## src/rtl/bsg_cache_nb_dma_arbiter.sv

```systemverilog
// Round-robin arbiter that lends the single cache DMA port to one requester for a
// whole multi-command transaction, routing the engine's done pulse back to the owner.
package bsg_cache_nb_dma_pkg;
   typedef enum logic [2:0] {
      e_dma_nop              = 3'd0,
      e_dma_send_fill_addr   = 3'd1,
      e_dma_send_refill_addr = 3'd2,
      e_dma_send_evict_addr  = 3'd3,
      e_dma_get_fill_data    = 3'd4,
      e_dma_send_evict_data  = 3'd5
   } bsg_cache_nb_dma_cmd_e;
endpackage

module bsg_cache_nb_dma_arbiter
   import bsg_cache_nb_dma_pkg::*;
#(
   parameter int num_req_p     = 2,
   parameter int addr_width_p  = 32,
   parameter int lg_num_req_lp = (num_req_p == 1) ? 1 : $clog2(num_req_p)
) (
   input  logic                     clk_i,
   input  logic                     reset_n_i,
   input  logic [num_req_p-1:0]     req_v_i,
   input  bsg_cache_nb_dma_cmd_e    req_dma_cmd_i  [num_req_p],
   input  logic [addr_width_p-1:0]  req_dma_addr_i [num_req_p],
   input  logic [num_req_p-1:0]     req_last_i,
   output logic [num_req_p-1:0]     grant_o,
   output logic [num_req_p-1:0]     req_dma_done_o,
   output bsg_cache_nb_dma_cmd_e    dma_cmd_o,
   output logic [addr_width_p-1:0]  dma_addr_o,
   input  logic                     dma_done_i,
   output logic [lg_num_req_lp-1:0] owner_id_o,
   output logic                     busy_o
);

   typedef enum logic [1:0] {S_IDLE, S_BUSY, S_HOLD} state_e;

   state_e                   r_state, w_state_next;
   logic [lg_num_req_lp-1:0] r_owner, w_owner_next;
   logic [lg_num_req_lp-1:0] r_rr_ptr, w_rr_ptr_next;

   logic [lg_num_req_lp-1:0] w_cand_idx [num_req_p];
   logic [num_req_p-1:0]     w_cand_hit;
   logic [lg_num_req_lp-1:0] w_winner;
   logic [lg_num_req_lp-1:0] w_release_ptr;
   logic                     w_owner_v;
   logic                     w_owner_last;
   bsg_cache_nb_dma_cmd_e    w_owner_cmd;
   logic [addr_width_p-1:0]  w_owner_addr;

   // Candidate gi is the requester gi places above rr_ptr, wrapping modulo num_req_p.
   genvar gi;
   generate
      for (gi = 0; gi < num_req_p; gi++) begin : g_cand
         assign w_cand_idx[gi] = lg_num_req_lp'((int'(r_rr_ptr) + gi) % num_req_p);
         assign w_cand_hit[gi] = req_v_i[w_cand_idx[gi]];
      end
   endgenerate

   always_comb begin
      w_winner = '0;
      for (int i = num_req_p - 1; i >= 0; i--) begin
         if (w_cand_hit[i]) w_winner = w_cand_idx[i];
      end
   end

   assign w_release_ptr = lg_num_req_lp'((int'(r_owner) + 1) % num_req_p);
   assign w_owner_v     = req_v_i[r_owner];
   assign w_owner_last  = req_last_i[r_owner];
   assign w_owner_cmd   = req_dma_cmd_i[r_owner];
   assign w_owner_addr  = req_dma_addr_i[r_owner];

   always_ff @(posedge clk_i or negedge reset_n_i) begin
      if (!reset_n_i) begin
         r_state  <= S_IDLE;
         r_owner  <= '0;
         r_rr_ptr <= '0;
      end else begin
         r_state  <= w_state_next;
         r_owner  <= w_owner_next;
         r_rr_ptr <= w_rr_ptr_next;
      end
   end

   always_comb begin
      w_state_next   = r_state;
      w_owner_next   = r_owner;
      w_rr_ptr_next  = r_rr_ptr;
      grant_o        = '0;
      req_dma_done_o = '0;
      dma_cmd_o      = e_dma_nop;
      dma_addr_o     = '0;
      owner_id_o     = '0;
      busy_o         = 1'b0;

      // Owned states share grant and forwarding; the engine never sees an address with a nop.
      if (r_state != S_IDLE) begin
         grant_o    = num_req_p'(1) << r_owner;
         owner_id_o = r_owner;
         busy_o     = 1'b1;
         if (w_owner_v) begin
            dma_cmd_o  = w_owner_cmd;
            dma_addr_o = (w_owner_cmd != e_dma_nop) ? w_owner_addr : '0;
         end
      end

      case (r_state)
         S_IDLE: begin
            if (|req_v_i) begin
               w_owner_next = w_winner;
               w_state_next = S_BUSY;
            end
         end
         S_BUSY: begin
            if (dma_done_i) begin
               req_dma_done_o = num_req_p'(1) << r_owner;
               if (w_owner_last) begin
                  w_state_next  = S_IDLE;
                  w_rr_ptr_next = w_release_ptr;
               end else begin
                  w_state_next  = S_HOLD;
               end
            end
         end
         S_HOLD: begin
            if (w_owner_v) w_state_next = S_BUSY;
         end
         default: w_state_next = S_IDLE;
      endcase
   end

endmodule

```

## config.mk

```make
export PLATFORM = sky130hd
export DESIGN_NAME = bsg_cache_nb_dma_arbiter
export DESIGN_NICKNAME = d
export VERILOG_FILES = /design/src/rtl/bsg_cache_nb_dma_arbiter.sv
export SDC_FILE = /design/constraint.sdc
export NUM_CORES = 1
export LEC_CHECK = 0
export CORE_MARGIN = 2
export CORE_UTILIZATION = 24
export DETAILED_ROUTE_END_ITERATION = 16
export PLACE_DENSITY_LB_ADDON = 0.25
export RECOVER_POWER = 100
export SYNTH_ARGS = -nofsm -noshare
export SYNTH_HDL_FRONTEND = slang
export SYNTH_SLANG_ARGS = --single-unit
```

## constraint.sdc

```tcl
create_clock -name clk_i -period 1.2 [get_ports clk_i]
set_input_delay 0.12 -clock clk_i [delete_from_list [all_inputs] [get_ports clk_i]]
set_output_delay 0.12 -clock clk_i [all_outputs]
set_load 0.005 [all_outputs]
```

# Word-level counts from Yosys, hierarchy flattened
# Index checks and enable logic that the tools add are counted.
# totals
reg_bits,4
inputBits,77
output_inout_bits,41
# classes
n_eq_ne,5
muxes,31
bitwise_logic,1
n_shift,1
n_reduce_logical,7
order_cmp,4
n_addsub,2
# op_table
cell,n
$mux W32,6
$mux W3,5
$mux W2,7
$mux W1,12
$lt A1 B2 Y1 const B,3
$ne A2 B2 Y1 const B,3
$pmux W2 S3,1
$reduce_and A3 Y1,2
$reduce_bool A3 Y1,1
$add A1 B1 Y1 const B,2
$eq A2 B1 Y1 const B,1
$eq A2 B2 Y1 const B,1
$ge A2 B2 Y1 const B,1
$logic_not A2 Y1,1
$not A1 Y2,1
$reduce_and A2 Y1,1
$reduce_bool A2 Y1,1
$reduce_or A2 Y1,1
$shl A1 B1 Y2 const A,1

# Longest topological paths before layout
# depth
depth_word,8
mapped_depth,5

# Worst setup path before layout
# OpenSTA, ideal clock, no wires.
# synth_path
kind,register to output
start,register r_owner
end,output port dma_cmd_o[0]
path_slack_ns,0.007
t_arrival_ns,1.073
path_stages_with_launch,5
required_ns,1.080
path_buffers,1
cell_sequence,dfrtp_1 mux2_4 o21ai_2 buf_2 nor2_1
# synth_via
elab_chain_cells,6
# synth_lines
element,line,text
"start, declared",39,"logic [lg_num_req_lp-1:0] r_owner, w_owner_next;"
"start signal, assigned",80,r_owner <= w_owner_next;
$not A1 Y2 (implied by the code),70,assign w_owner_cmd = req_dma_cmd_i[r_owner];
$mux W3 (implied by the code) (3 in series),70,
$mux W3 (*),101,if (w_owner_v) begin
$mux W3 (*),97,if (r_state != S_IDLE) begin
"end, declared",29,"output bsg_cache_nb_dma_cmd_e dma_cmd_o,"
# Every way passes the cells marked *; elsewhere a longest branch is shown, timed or not. The select of a mux whose other input is x is not followed.

# Worst setup path after layout
# layout_path
start,register r_owner
end,output port dma_addr_o[0]
# layout_via
elab_chain_cells,8
# layout_lines
element,line,text
$not A1 Y2 (implied by the code),"70, 71",
$mux W3 (implied by the code) (3 in series),70,
$reduce_bool A3 Y1,103,dma_addr_o = (w_owner_cmd != e_dma_nop) ? w_owner_addr : '0;
$mux W32,103,
$mux W32 (*),101,
$mux W32 (*),97,
"end, declared",30,"output logic [addr_width_p-1:0] dma_addr_o,"
# Marked as above.

==> impl_metrics.json <==
{
  "hold-worst-slack_ns": 0.173,
  "p_leak_uw": 0.00111,
  "cts_sinks": 4,
  "synthMuxAreaShare_pct": 4.77,
  "min_period_ns": 1.63,
  "syn-mean-instance-area_um2": 6.25,
  "die_y_um": 66.7,
  "setup_slack_ns": -0.429,
  "cts_hold_buf": 0,
  "slew_headroom_pct": 81.6,
  "areaGrowthSynthToFinish_pct": 170,
  "mostFrequentLayoutCell": "clkdlybuf4s50_1",
  "setup-violations-final": 42,
  "arrival_ns": 1.51,
  "clockRootBuffer": "clkbuf_8",
  "reg2reg_depth": 6,
  "drt_iter0_drc": 133,
  "nFillCells": 331,
  "hold_violations": 0,
  "antenna_found_initial": 0,
  "post_synth_and_or_nand_nor_area_fraction_pct": 46.3,
  "port_buffers": 117,
  "post-dp-hpwl_um": 3250,
  "io_pins": 118,
  "firstDrtPassIters": 4,
  "r2r_setup_slack_ns": -0.04,
  "cp_max_fo": 5,
  "grt_pass1_wl_um": 8180,
  "slew_viol_final": 0,
  "min_path_type": "primary input to async pin",
  "grt_util_all_layers_pct": 23.7,
  "clock_latency_ns": 0.21,
  "viasPerCell": 4.90,
  "status": "finished, violations left",
  "num_vias": 1665,
  "clockBufferDepth": 2,
  "grt_pass1_vias": 1722,
  "ys_ff_latch": 4,
  "routed_wl_um": 5430,
  "pwr_density_cell_nw_per_um2": 1810,
  "fin_setup_tns_ns": -14.30,
  "ys.warnings.count": 0,
  "wl_per_cell_um": 16.0,
  "critPathKind": "flop to output port",
  "postRouteAntennaNets": 0,
  "yosys.area_share.adder_pct": 0,
  "grt_max_degree": 24,
  "num_antenna_cells": 0,
  "drc": 0,
  "synth_compound_area_share_pct": 24.9,
  "end_kind": "output port",
  "place_congestion": 0.769,
  "cts_tree": "yes",
  "syn_inst": 151,
  "pre_cts_ws_ns": -0.684,
  "fp.coreArea_um2": 3720,
  "peakVddDrop_v": 0.00118,
  "crit_required_ns": 1.08,
  "netlist_area_um2": 943,
  "synth_nets": 228,
  "violations": "setup timing",
  "cts.clk_slew.worst_paths_ns": 0.03,
  "final_cell_mix": "clkdlybuf4s50_1, buf_2, nand2_1, nand3b_1, a21oi_2",
  "grt_overflow": 0,
  "fmax_mhz": 614,
  "synth_top_family_by_area": "simple AND/OR/NAND/NOR gates",
  "synth-seq-area-share_pct": 10.6,
  "fin_crit_sh_pct": 136,
  "start_kind": "flop",
  "synth.distinct_cells": 22,
  "numCtsBuffers": 3,
  "htree_levels": 1,
  "synthXorXnorAreaFrac_pct": 0,
  "nets": 371,
  "num_rows": 22,
  "die-width_um": 66.7,
  "maxCapViolCount": 0,
  "drive_gt1_share_pct": 41.4,
  "fp.dieArea_um2": 4450,
  "clock_skew_ns": 0.000816,
  "initial_core_util_pct": 25.4,
  "tightest_slew_ns": 0.268,
  "rsz0062_at_grt": "true"
}
power breakdown:
group / total, uW / switching (uW) / internal (uW)
registers: 259 / 60.1 / 199
clock network: 279 / 65.9 / 214
logic: 4060 / 1820 / 2240
total: 4600 / 1950 / 2650
what timing repair did:
action                     4_1_cts  5_1_grt
resized for setup              197       37
setup buffers                   14        6
pin swaps                        5        8
cloned                           6        2
setup endpoints to repair       42       43
hold endpoints to repair         0        0
through the flow:
stage | instance area, um^2 | utilization, % | power (uW) | instances
after global routing | 2540 | 68.5 | 4950 | 340
after CTS | 2520 | 67.7 | 4470 | 338
after detailed placement | 2220 | 59.8 | 3370 | 316
after floorplan | 943 | - | 1720 | 151
final | 2540 | 68.5 | 4600 | 340
after global placement | 2220 | 59.8 | 3350 | 316
routing by layer:
layer  GRT usage [%]  share of wire [%]  vias up  wire length [um]
met4            5.87               0.98        0                53
met3            5.41                9.2        6               498
li1                -                  -      809                 -
met2            43.8                 49       76              2650
met5               0                  0        -                 0
met1            27.1                 41      774              2230
state kept, by name (all words and copies together), names as in the netlist:
register / count
r_state: 2
r_owner: 1
r_rr_ptr: 1
synthesized netlist by cell type, drive strengths merged:
master	number	area, um^2
nand3b	34	255
a21oi	37	185
o21ai	3	18.8
and2	1	6.26
nor2	7	26.3
buf	13	100
nor2b	1	6.26
o32ai	1	8.76
o22ai	1	6.26
dfrtp	4	100
inv	4	15.0
nand2	34	128
a31oi	1	6.26
and3b	1	8.76
clkbuf	3	11.3
o31a	1	10.0
or3	1	6.26
mux2i	3	30.0
mux2	1	15.0
final timing paths:
path,from,end
worst min register to register,r_rr_ptr$_DFFE_PN0P_,r_rr_ptr$_DFFE_PN0P_
worst min-delay path,reset_n_i,r_owner$_DFFE_PN0P_
worst max-delay path,r_owner$_DFFE_PN0P_,dma_addr_o[0]
min in group clk_i,req_last_i[0],r_rr_ptr$_DFFE_PN0P_
worst max register to register,r_state[1]$_DFFE_PN0P_,r_owner$_DFFE_PN0P_
max in group asynchronous,reset_n_i,r_rr_ptr$_DFFE_PN0P_
worst max-delay path, stage by stage (launching register included):
cell and delay [ns]:
dfrtp_1 0.40, mux2_4 0.34, o21ai_4 0.11, buf_6 0.16, buf_8 0.12, a21oi_2 0.04
buf_2 0.12
final cells by class:
type	instances	area [um^2]	area share, %
sequential	4	100	3.94
clock buffer	3	41.3	1.62
multi-input combinational	127	888	34.9
timing repair buffer	154	1440	56.6
tap	48	60.1	2.36
inverter	4	15.0	0.590
cells by family after synthesis:
| logic type | count (synthesis) |
|---|---|
| AOI/OAI and AO/OA | 44 |
| buffers and inverters | 20 |
| DFF | 4 |
| muxes | 4 |
| and+or+nand+nor | 79 |
Power figures use the tool's default switching activity.
